--- config.mk ---
export PLATFORM = sky130hd
export DESIGN_NAME = edge_pipe_bank
export DESIGN_NICKNAME = d
export VERILOG_FILES = /design/src/rtl/edge_pipe_bank.sv
export SDC_FILE = /design/constraint.sdc
export NUM_CORES = 1
export LEC_CHECK = 0
export BUFFER_PORTS_ARGS = -buffer_cell sky130_fd_sc_hd__buf_2
export CORE_MARGIN = 2
export CORE_UTILIZATION = 52
export CTS_BUF_LIST = sky130_fd_sc_hd__clkbuf_8
export CTS_CLUSTER_SIZE = 28
export DETAILED_ROUTE_END_ITERATION = 6
export PLACE_DENSITY = 0.83
export SLEW_MARGIN = 30
export SYNTH_ARGS = -nofsm -noshare
export SYNTH_HDL_FRONTEND = slang
export SYNTH_SLANG_ARGS = --single-unit
--- constraint.sdc ---
create_clock -name clk -period 1.4 [get_ports clk]
set_input_delay 0.14 -clock clk [delete_from_list [all_inputs] [get_ports clk]]
set_output_delay 0.14 -clock clk [all_outputs]
set_load 0.1 [all_outputs]
--- src/rtl/edge_pipe_bank.sv ---
// edge_pipe_bank: CHANNELS independent WIDTH-bit, DEPTH-stage register
// pipelines. Each lane has a capture enable, a force/override path that
// loads every stage and also drives the output immediately, complementary
// outputs, and a flag that is high once the lane is filled with captured data.
// The active clock edge is chosen at elaboration time by NEG_EDGE.
module edge_pipe_bank #(
  parameter int unsigned          WIDTH     = 8,
  parameter int unsigned          DEPTH     = 2,
  parameter int unsigned          CHANNELS  = 4,
  parameter int unsigned          NEG_EDGE  = 1,
  parameter logic [WIDTH-1:0]     RESET_VAL = '0
) (
  input  logic                      clk,
  input  logic                      reset,
  input  logic [CHANNELS*WIDTH-1:0] d,
  input  logic [CHANNELS-1:0]       en,
  input  logic [CHANNELS-1:0]       force_en,
  input  logic [CHANNELS*WIDTH-1:0] force_val,
  output logic [CHANNELS*WIDTH-1:0] q,
  output logic [CHANNELS*WIDTH-1:0] qbar,
  output logic [CHANNELS-1:0]       valid,
  output logic [CHANNELS-1:0]       forced
);

  // Fill counter counts 0..DEPTH inclusive and saturates at DEPTH.
  localparam int unsigned        CNT_W    = $clog2(DEPTH + 1);
  localparam logic [CNT_W-1:0]   CNT_FULL = CNT_W'(DEPTH);

  // Stage k of lane c is stage_q[c][k]; stage DEPTH-1 feeds the output.
  logic [CHANNELS-1:0][DEPTH-1:0][WIDTH-1:0] stage_q, stage_d;
  logic [CHANNELS-1:0][CNT_W-1:0]            cnt_q, cnt_d;

  // Next-state per lane with priority reset > force > enable > hold.
  always_comb begin
    // NOTE: every variable gets a default before any branch so no path
    // leaves it unassigned; otherwise a latch is inferred.
    stage_d = stage_q;
    cnt_d   = cnt_q;
    for (int c = 0; c < CHANNELS; c++) begin
      if (reset) begin
        // NOTE: the pipeline stages are reset too, not just the counter,
        // so q shows a defined RESET_VAL straight after reset.
        for (int k = 0; k < DEPTH; k++) stage_d[c][k] = RESET_VAL;
        cnt_d[c] = '0;
      end else if (force_en[c]) begin
        for (int k = 0; k < DEPTH; k++) stage_d[c][k] = force_val[c*WIDTH +: WIDTH];
        cnt_d[c] = '0;
      end else if (en[c]) begin
        stage_d[c][0] = d[c*WIDTH +: WIDTH];
        for (int k = 1; k < DEPTH; k++) stage_d[c][k] = stage_q[c][k-1];
        if (cnt_q[c] != CNT_FULL) cnt_d[c] = cnt_q[c] + CNT_W'(1);
      end
    end
  end

  // State registers clocked on the selected edge only; reset is folded into
  // the next-state logic above, so it is synchronous to that edge.
  if (NEG_EDGE != 0) begin : g_neg
    // Falling-edge state update.
    always_ff @(negedge clk) begin
      // NOTE: non-blocking assignments so all stages sample the old values
      // of their neighbours on the same edge.
      stage_q <= stage_d;
      cnt_q   <= cnt_d;
    end
  end else begin : g_pos
    // Rising-edge state update.
    always_ff @(posedge clk) begin
      stage_q <= stage_d;
      cnt_q   <= cnt_d;
    end
  end

  // Output mux: override is combinational and also applies during reset.
  always_comb begin
    q     = '0;
    valid = '0;
    for (int c = 0; c < CHANNELS; c++) begin
      q[c*WIDTH +: WIDTH] = force_en[c] ? force_val[c*WIDTH +: WIDTH]
                                        : stage_q[c][DEPTH-1];
      valid[c] = (cnt_q[c] == CNT_FULL) && !force_en[c];
    end
  end

  assign qbar   = ~q;
  assign forced = force_en;

endmodule

==> results_dict.tcl, run 1 <==
set metrics [dict create \
    synth_top_family_by_area "multiplexers" \
    synth_top_area_cell "dfxtp_1" \
    ctsLongestPathBuffers 2 \
    ys_seq_area_share_pct 35.75 \
    outcome "did not finish" \
    synthArstFlopShare_pct 0 \
    synth_cells 396 \
    stop_stage "5_1_grt" \
    grt_usage_pct 84.82 \
    synth-compound-area-share_pct 16.26 \
    clock-sinks 72 \
    synth-xor-area-share_pct 0.8690 \
    yosysWarnings 0 \
    syn_area_per_cell_um2 10.18 \
    die_height_um 92.05 \
    overflow 314 \
    synthFlopType "dfxtp_1" \
    grt_max_degree 27 \
    htree_num_levels 3 \
    netlist_area_mm2 0.004031 \
    cts_root_buffer "clkbuf_8" \
    place_ws_ns -0.4043 \
    die_x_um 92.05 \
    synth_nets 474 \
    synth_edf_count 0 \
    numPortBuffers 145 \
    synth-simple-area-share_pct 2.545 \
    ctsHoldBuffers 0 \
    muxShareOfSynthArea_pct 30.29 \
    synth_area_leaders "dfxtp_1, mux2_4, o21a_1" \
    gp_congestion 0.7296 \
    hpwl_um 9413 \
    synthAdderAreaFrac_pct 1.241 \
    error "[ERROR GRT-0232] Routing congestion too high. Check the congestion heatmap in the GUI." \
    initial_core_util_pct 52.99 \
    rows 32 \
    worst_endpoint "valid[0]" \
    worst_endpoint_kind "primary output" \
    ios 146 \
    synth_common_cells "dfxtp_1, inv_1, o21a_1, mux2_4, mux2i_1" \
    synth_top_area_share_pct 35.75 \
    ys_ff_latch 72 \
    synthDistinctLibCells 20 \
    numCtsBuffers 9 \
]
## timing repair
item                                    in CTS
endpoints found under the setup margin      68
gates resized for setup                     35
setup buffers                               11
endpoints found under the hold margin        0
## kinds of logic after synthesis
logic type | Yosys count
simple gates | 16
compound gates | 97
mux | 99
flops | 72
fa+ha+maj | 4
xor+xnor | 4
buf+inv | 104
## per-stage QoR
stage               utilization [%]  instances  instance area (um^2)  setup TNS [ns]
floorplan                         -        396                  4601          -66.61
global placement              88.65        657                  6744          -31.94
detailed placement            88.65        657                  6744          -35.96
CTS                           96.66        753                  7353          -41.99
## per-layer routing
layer	global-route usage, %	overflow
met5	7.692	0
met4	101.4	109
met3	67.05	0
met2	107.4	205
met1	76.24	0
==> inputs of run 2 (changes only) <==
--- a/config.mk
+++ b/config.mk
@@ -7,11 +7,9 @@
 export LEC_CHECK = 0
 export BUFFER_PORTS_ARGS = -buffer_cell sky130_fd_sc_hd__buf_2
 export CORE_MARGIN = 2
-export CORE_UTILIZATION = 52
-export CTS_BUF_LIST = sky130_fd_sc_hd__clkbuf_8
-export CTS_CLUSTER_SIZE = 28
+export CORE_UTILIZATION = 40
 export DETAILED_ROUTE_END_ITERATION = 6
-export PLACE_DENSITY = 0.83
+export PLACE_DENSITY_LB_ADDON = 0.15
 export SLEW_MARGIN = 30
 export SYNTH_ARGS = -nofsm -noshare
 export SYNTH_HDL_FRONTEND = slang
==> run 2 against run 1 <==
Net effect: the flow now finishes, with violations (setup timing); synthesized area stayed put; synthesized cell count did not move.
==> results_dict.tcl, run 2 <==
set metrics [dict create \
    final_cell_mix "inv_1, buf_12, buf_2, o21a_1, buf_4" \
    drv_cap 0 \
    rows 36 \
    postLayoutCellArea_mm2 0.007417 \
    final_common_cell "inv_1" \
    finalClockSkew_ns 0.02311 \
    place_area_mm2 0.006843 \
    holdWs_ns 0.5386 \
    power.density_mw_per_mm2 1133 \
    syn_area_per_cell_um2 10.18 \
    ctsLongestPathBuffers 2 \
    final_util_pct 75.88 \
    netlist_area_mm2 0.004031 \
    cts_tree "yes" \
    synth_top_area_share_pct 35.75 \
    vias 3688 \
    final-setup-viol-count 68 \
    die_height_um 104.4 \
    drt_iter0_drc 45 \
    coreArea_mm2 0.009774 \
    setup_ws_ns -0.6384 \
    power.leakage_nw 3.705 \
    synth_edf_count 0 \
    crit_chain "inv_2 -> ha_4 -> nor2b_4 -> buf_12" \
    hpwl_um 7546 \
    min_to "cnt_q[5]" \
    synth_top_area_cell "dfxtp_1" \
    gp_congestion 0.7552 \
    reg_top3 "stage_q x64, cnt_q x8" \
    drive_gt1_share_pct 62.11 \
    synth_cells 396 \
    cts_root_buffer "clkbuf_8" \
    antenna_found_initial 0 \
    synth_common_cells "dfxtp_1, inv_1, o21a_1, mux2_4, mux2i_1" \
    rsz0062_at_grt "yes" \
    top_register "stage_q" \
    violations "setup timing" \
    cp_num_buf_inv 2 \
    ff2ff_path_depth 6 \
    path_delay_family "flip-flops" \
    timing.rr.end "cnt_q[1]" \
    power_mw 8.401 \
    clock-sinks 72 \
    holdPathStages 2 \
    rrSetupSlack_ns 0.27 \
    dieArea_mm2 0.01090 \
    ios 146 \
    drc 0 \
    path_class "flip-flop to primary output" \
    clk_latency_ns 0.40 \
    cp_slowest_cell "dfxtp_2" \
    min_path_type "flip-flop to flip-flop" \
    slew_viol_final 0 \
    routed_wl_um 9955 \
    synth_area_leaders "dfxtp_1, mux2_4, o21a_1" \
    synth_nets 474 \
    wl_per_cell_um 12.47 \
    largest_reg_flops 64 \
    cp-startpoint "cnt_q[6]" \
    numCtsBuffers 9 \
    critPathRequiredTime_ns 1.26 \
    nets 738 \
    ys_ff_latch 72 \
    worst-slew-pin-transition_ns 0.4181 \
    slew_headroom_pct 72.13 \
    synthDistinctLibCells 20 \
    end_kind "primary output" \
    syn_to_final_growth_pct 83.99 \
    outcome "complete, but fails checks" \
    cp.arrival_ns 1.90 \
    grt_max_degree 25 \
    min_from "cnt_q[5]" \
    crit-reg2reg-launch "cnt_q[0]" \
    grt_usage_pct 18.44 \
    via_per_inst 4.622 \
    max-vdd-ir-drop_mv 0.6770 \
    critical-path-max-stage-delay_ns 0.31 \
    ys_seq_area_share_pct 35.75 \
    grt_pass1_vias 4100 \
    diodes 0 \
    grt_pass1_wl_um 16960 \
    detail-route-antenna-nets 0 \
    cp_max_fo 2 \
    hold_viol_final 0 \
    clk_pin_slew_worst_paths_ns 0.03 \
    synthFlopType "dfxtp_1" \
    cp-start-kind "flip-flop" \
    yosysWarnings 0 \
    die_x_um 104.4 \
    synthArstFlopShare_pct 0 \
    initial_core_util_pct 41.24 \
    numPortBuffers 145 \
    first_pass_iters 5 \
    htree_num_levels 3 \
    place_ws_ns -0.3589 \
    overflow 0 \
]
run 2: cell counts after synthesis:
Identical to the previous run, type by type.
run 2: routing by layer:
layer / share of wire, % / up-vias / routed length (um) / track usage, %
li1: - / 1848 / - / -
met1: 40 / 1706 / 4026 / 19.32
met2: 53 / 122 / 5267 / 32.73
met3: 5.7 / 12 / 566 / 6.516
met4: 0.96 / 0 / 96 / 8.784
met5: 0 / - / 0 / 0
run 2: layout make-up:
class	count	area, um^2
Multi-Input combinational cell	220	2552
Sequential cell	72	1491
Inverter	71	266.5
Fill cell	669	2357
Timing Repair Buffer	214	2437
Clock inverter	79	379.1
Clock buffer	9	123.9
Tap cell	133	166.4
run 2: power by group:
part	internal [mW]	switching, mW	leakage, nW
sequential	2.23	0.113	0.611
combinational	1.39	1.92	2.60
clock	1.43	1.31	0.496
run 2: cell families (layout without fill, tap and decap cells):
kind of cell	Yosys count	count (layout)	share of synthesized area, %
fa+ha+maj	4	4	1.242
flops	72	72	35.75
buf+inv	104	373	13.04
mux	99	99	30.29
xor+xnor	4	4	0.8689
simple gates	16	16	2.545
compound gates	97	97	16.26
run 2: worst register-to-register path, delay by kind of cell, from the launching register on:
kind                     cells  cell delay, ns
flip-flops                   1            0.32
AND/OR/NAND/NOR              2            0.20
AO/OA/AOI/OAI                1            0.18
buffers and inverters        2            0.17
adder cells (fa/ha/maj)      1            0.15
run 2: how the worst max path moves through the flow:
stage / to / slack (ns) / cells after the start
5_1_grt: valid[3] / -0.70 / 4
4_1_cts: valid[0] / -0.66 / 4
2_1_floorplan: q[13] / -1.03 / 2
6_report: valid[3] / -0.64 / 4
3_5_place_dp: stage_q[21] / -0.36 / 4
3_3_place_gp: stage_q[34] / -0.32 / 4
run 2: timing repair:
| item | CTS | global route |
|---|---|---|
| hold endpoints to repair | 0 | 0 |
| setup buffers | 7 | 3 |
| endpoints found under the setup margin | 68 | 68 |
| hold buffers | 0 | 0 |
| gates resized for setup | 32 | 0 |
| pin swaps | 0 | 0 |
run 2: stage by stage:
step | TNS (ns) | instances
4_1_cts | -39.68 | 795
5_1_grt | -41.63 | 798
6_report | -38.43 | 798
3_3_place_gp | -32.19 | 701
2_1_floorplan | -66.61 | 396
3_5_place_dp | -34.26 | 701
Note: power is estimated with default switching activity, not from simulation.
==> inputs of run 3 (changes only) <==
--- a/config.mk
+++ b/config.mk
@@ -5,10 +5,10 @@
 export SDC_FILE = /design/constraint.sdc
 export NUM_CORES = 1
 export LEC_CHECK = 0
-export BUFFER_PORTS_ARGS = -buffer_cell sky130_fd_sc_hd__buf_2
 export CORE_MARGIN = 2
 export CORE_UTILIZATION = 40
 export DETAILED_ROUTE_END_ITERATION = 6
+export DONT_BUFFER_PORTS = 1
 export PLACE_DENSITY_LB_ADDON = 0.15
 export SLEW_MARGIN = 30
 export SYNTH_ARGS = -nofsm -noshare
==> run 3 against run 2 <==
Net effect: the flow still finishes with violations (setup timing); hold slack got worse by 0.26 ns; first-iteration DRC count is 56% higher; critical path type unchanged; routed wire length down 8.1%; clock-buffer cell count stayed put; setup slack lost 0.0098 ns; die area stayed put; via count fell by 13%; clock power is 5% lower; critical endpoint is now valid[2].
==> results_dict.tcl, run 3 (synthesized netlist as in run 2, its figures left out) <==
set metrics [dict create \
    outcome "complete, but fails checks" \
    violations "setup timing" \
    place_ws_ns -0.2631 \
    setup_ws_ns -0.6483 \
    htree_num_levels 3 \
    final-setup-viol-count 68 \
    grt_use_met1_pct 17.81 \
    drive_gt1_share_pct 52.54 \
    power.leakage_nw 3.062 \
    detail-route-antenna-nets 0 \
    power.density_mw_per_mm2 1205 \
    dieArea_mm2 0.01090 \
    crit_chain "inv_2 -> ha_4 -> nor2b_4 -> buf_12" \
    routed_wl_um 9152 \
    final_cell_mix "inv_1, buf_12, o21a_1, mux2_4, dfxtp_2" \
    rows 36 \
    clock-sinks 72 \
    die_x_um 104.4 \
    syn_to_final_growth_pct 59.12 \
    cp.arrival_ns 1.91 \
    holdWs_ns 0.2800 \
    numPortBuffers 0 \
    worst-slew-pin-transition_ns 0.2437 \
    ios 146 \
    ctsLongestPathBuffers 2 \
    die_height_um 104.4 \
    ff2ff_path_depth 6 \
    clk_latency_ns 0.41 \
    use_met2_pct 28.06 \
    antenna_found_initial 0 \
    diodes 0 \
    drv_cap 0 \
    ctsHoldBuffers 0 \
    critPathRequiredTime_ns 1.26 \
    rsz0062_at_grt "yes" \
    clk_pin_slew_worst_paths_ns 0.03 \
    critical-path-max-stage-delay_ns 0.31 \
    grt_pass1_wl_um 15470 \
    path_class "flip-flop to primary output" \
    numCtsBuffers 9 \
    cts_root_buffer "clkbuf_8" \
    final.setup.tns_ns -38.73 \
    vias 3198 \
    cp_num_buf_inv 2 \
    top_register "stage_q" \
    largest_reg_flops 64 \
    coreArea_mm2 0.009774 \
    wl_per_cell_um 13.78 \
    via_per_inst 4.816 \
    grt_usage_pct 17.01 \
    cp_slowest_cell "dfxtp_2" \
    place_area_mm2 0.005079 \
    initial_core_util_pct 41.24 \
    drc 0 \
    nets 604 \
    grt.met3_usage_pct 9.336 \
    slew_headroom_pct 83.72 \
    gp_congestion 0.7078 \
    final_common_cell "inv_1" \
    min_to "forced[1]" \
    first_pass_iters 4 \
    power_mw 7.732 \
    drt_iter0_drc 70 \
    hold_viol_final 0 \
    overflow 0 \
    max-vdd-ir-drop_mv 0.5310 \
    path_delay_family "flip-flops" \
    hpwl_um 5506 \
    top_usage_layer "met2" \
    grt_pass1_vias 3535 \
    crit-reg2reg-launch "cnt_q[0]" \
    postLayoutCellArea_mm2 0.006415 \
    min_from "force_en[1]" \
    finalClockSkew_ns 0.02902 \
    rrSetupSlack_ns 0.26 \
    end_kind "primary output" \
    grt_max_degree 41 \
    timing.rr.end "cnt_q[1]" \
    fin_cells 664 \
    place_inst 570 \
    cp-start-kind "flip-flop" \
    reg_top3 "stage_q x64, cnt_q x8" \
    cts_tree "yes" \
    holdPathStages 0 \
    min_path_type "input port to primary output" \
    slew_viol_final 0 \
    cp_max_fo 2 \
    final_util_pct 65.63 \
]
[run 3: worst max path at each step]
stage	start	endpoint	slack, ns	cells past startpoint
final	cnt_q[4]	valid[2]	-0.65	4
after global routing	cnt_q[2]	valid[1]	-0.71	4
after CTS	cnt_q[0]	valid[0]	-0.68	4
after detailed placement	cnt_q[0]	valid[0]	-0.26	4
after global placement	cnt_q[0]	valid[0]	-0.25	4
after floorplan	stage_q[29]	q[13]	-1.03	2
[run 3: final cells by class]
class | instances | area, um^2
clock buffers | 9 | 123.9
fillers | 764 | 3359
repair buffers | 80 | 1451
multi-input cells | 220 | 2552
inverters | 71 | 266.5
well taps | 133 | 166.4
flip-flops and latches | 72 | 1491
clock inverters | 79 | 362.8
[run 3: per-layer routing]
layer	routed length, um	part of all wire (%)	vias to the layer above
met1	3662	40	1496
li1	-	-	1581
met4	84	0.92	0
met2	4675	51	108
met5	0	0	-
met3	729	8.0	13
[run 3: what timing repair did]
item	CTS	global route
setup endpoints to repair	68	68
setup buffers	4	3
resized for setup	224	0
pin swaps	0	1
[run 3: where the power goes]
part	leakage (nW)	total [mW]	switching, mW	internal (mW)
sequential	0.611	2.34	0.109	2.23
clock	0.495	2.61	1.34	1.27
combinational	1.96	2.78	1.61	1.17
==> inputs of run 4 (changes only) <==
--- a/config.mk
+++ b/config.mk
@@ -5,12 +5,12 @@
 export SDC_FILE = /design/constraint.sdc
 export NUM_CORES = 1
 export LEC_CHECK = 0
+export ABC_AREA = 1
+export BUFFER_PORTS_ARGS = -buffer_cell sky130_fd_sc_hd__buf_2
 export CORE_MARGIN = 2
 export CORE_UTILIZATION = 40
 export DETAILED_ROUTE_END_ITERATION = 6
-export DONT_BUFFER_PORTS = 1
 export PLACE_DENSITY_LB_ADDON = 0.15
-export SLEW_MARGIN = 30
 export SYNTH_ARGS = -nofsm -noshare
 export SYNTH_HDL_FRONTEND = slang
 export SYNTH_SLANG_ARGS = --single-unit
==> run 4 against run 3 <==
Net effect: the flow still finishes with violations (setup timing); clock skew decreased by 0.0069 ns; non-clock buffer count increased by 151; sequential share of layout area fell by 4.5 points; first-iteration DRC count is 130% higher; hold slack better by 0.20 ns; design area is 25% higher; final cell count grew 56%; power increased by 5.4%; synthesized area down 4.8%; critical path type unchanged.
==> results_dict.tcl, run 4 <==
set metrics [dict create \
    synth_most_common_cell "nand2_1" \
    ctsLongestPathBuffers 2 \
    crit-reg2reg-launch "cnt_q[2]" \
    diodes 0 \
    place_area_mm2 0.007311 \
    drv_cap 0 \
    syn_area_per_cell_um2 6.219 \
    top_register "stage_q" \
    end_kind "primary output" \
    numCtsBuffers 9 \
    antenna_found_initial 0 \
    synth_cells 617 \
    synthDistinctLibCells 14 \
    grt_usage_pct 26.48 \
    gp_congestion 0.8275 \
    cp_max_fo 2 \
    hpwl_um 9426 \
    min_path_type "flip-flop to flip-flop" \
    slew_viol_final 0 \
    die_height_um 101.9 \
    max-vdd-ir-drop_mv 0.6581 \
    nets 977 \
    dieArea_mm2 0.01039 \
    cts_root_buffer "clkbuf_8" \
    rsz0062_at_grt "yes" \
    via_per_inst 4.833 \
    violations "setup timing" \
    synth_top_area_share_pct 37.56 \
    timing.rr.end "cnt_q[3]" \
    cts_tree "yes" \
    synth_top_area_cell "dfxtp_1" \
    ff2ff_path_depth 9 \
    rows 35 \
    rrSetupSlack_ns 0.27 \
    cp.arrival_ns 1.92 \
    synth_nets 695 \
    synthFlopType "dfxtp_1" \
    clk_pin_slew_worst_paths_ns 0.05 \
    fill_cells 474 \
    postLayoutCellArea_mm2 0.008013 \
    path_common_cell "inv_2" \
    htree_num_levels 3 \
    drc 0 \
    coreArea_mm2 0.009284 \
    final_common_cell "nand2_1" \
    synth_area_leaders "dfxtp_1, nand2_1, nand3_1" \
    vias 4992 \
    cp_slowest_cell "dfxtp_2" \
    ios 146 \
    critPathRequiredTime_ns 1.26 \
    ys_ff_latch 72 \
    overflow 0 \
    hold_viol_final 0 \
    min_from "cnt_q[4]" \
    clock-sinks 72 \
    clk_latency_ns 0.40 \
    grt_pass1_vias 5206 \
    crit_chain "inv_2 -> ha_4 -> inv_2 -> nor2_4 -> buf_12" \
    ff_latch_area_mm2 0.001501 \
    place_ws_ns -0.2965 \
    outcome "complete, but fails checks" \
    setup_ws_ns -0.6648 \
    power_mw 8.150 \
    path_class "flip-flop to primary output" \
    multi_input_area_mm2 0.002856 \
    grt_max_degree 33 \
    synth_edf_count 0 \
    drt_iter0_drc 159 \
    finalClockSkew_ns 0.02215 \
    die_x_um 101.9 \
    yosysWarnings 0 \
    slew_headroom_pct 80.66 \
    critical-path-max-stage-delay_ns 0.32 \
    ys_seq_area_share_pct 37.56 \
    syn_to_final_growth_pct 108.8 \
    cp_num_buf_inv 3 \
    synthArstFlopShare_pct 0 \
    numPortBuffers 145 \
    detail-route-antenna-nets 0 \
    final_util_pct 86.31 \
    path_delay_family "flip-flops" \
    final_cell_mix "nand2_1, inv_1, nand3_1, buf_12, buf_4" \
    ctsHoldBuffers 0 \
    power.leakage_nw 4.384 \
    largest_reg_flops 64 \
    min_to "cnt_q[4]" \
    grt_pass1_wl_um 22160 \
    initial_core_util_pct 41.33 \
    worst-slew-pin-transition_ns 0.2894 \
    holdPathStages 2 \
    final-setup-viol-count 68 \
    power.density_mw_per_mm2 1017 \
    routed_wl_um 13590 \
    wl_per_cell_um 13.16 \
    reg_top3 "stage_q x64, cnt_q x8" \
    first_pass_iters 5 \
    holdWs_ns 0.4833 \
    cp-start-kind "flip-flop" \
    netlist_area_mm2 0.003837 \
    synth_common_cells "nand2_1, nand3_1, inv_1, dfxtp_1, nor2_1" \
    drive_gt1_share_pct 49.00 \
]
## run 4: cell count changes after synthesis, moves of 7 or more
cell      change
mux2i_1      -35
nand2_1     +294
nor3_1        -7
mux2_4       -40
nor2_1       +20
mux2_2       -24
nand3_1      +99
o21a_1       -64
a21oi_1      -32
clkbuf_1      -8
inv_1         +8
nor2_4        +7
## run 4: report_power, final
| part | internal [mW] | switching, mW | total [mW] | leakage, nW |
|---|---|---|---|---|
| registers | 2.21 | 0.105 | 2.31 | 0.611 |
| logic | 1.16 | 1.97 | 3.13 | 3.28 |
| clock network | 1.27 | 1.43 | 2.71 | 0.489 |
## run 4: routing by layer
layer / GRT usage (%) / part of all wire, % / up-vias
met5: 0 / 0 / -
met4: 11.49 / 2.3 / 0
met3: 7.319 / 6.8 / 34
met2: 49.75 / 55 / 219
met1: 27.40 / 36 / 2309
li1: - / - / 2430
## run 4: metrics by stage
stage	setup TNS, ns	cells
after floorplan	-20.03	617
after global placement	-25.27	937
after detailed placement	-27.47	937
after CTS	-36.71	1026
after global routing	-39.05	1033
final	-36.10	1033
## run 4: worst max path at each step
stage               slack (ns)  startpoint  endpoint  cells past startpoint
finish                   -0.66    cnt_q[6]  valid[3]                      5
global route             -0.71    cnt_q[6]  valid[3]                      5
CTS                      -0.68    cnt_q[2]  valid[1]                      5
detailed placement       -0.30    cnt_q[2]  valid[1]                      5
global placement         -0.29    cnt_q[2]  valid[1]                      5
floorplan                -0.48  stage_q[8]   qbar[0]                      3
## run 4: cells by family (layout without fill, tap and decap cells)
kind of cell	Yosys count	count (layout)	share of synthesized area [%]
and+or+nand+nor	421	421	46.20
buffers and inverters	116	403	14.41
DFF	72	72	37.56
adders and majority gates	4	4	1.304
AOI/OAI and AO/OA	4	4	0.5217
## run 4: timing repair
action                     CTS  global route
hold endpoints to repair     0             0
gates resized for setup     31             5
buffers inserted             2             7
pin swaps                   63            10
setup endpoints to repair   68            69
## run 4: worst min-delay path: cells and delay by family (launching register included)
kind / cells / cell delay (ns)
simple gates: 2 / 0.12
flops: 1 / 0.32
## run 4: layout make-up
class,instances,area share [%]
clock inverter,79,4.544
tap,129,2.014
inverter,84,5.497
timing repair buffer,231,32.01
sequential,72,18.74
multi-input combinational,429,35.65
clock buffer,9,1.546
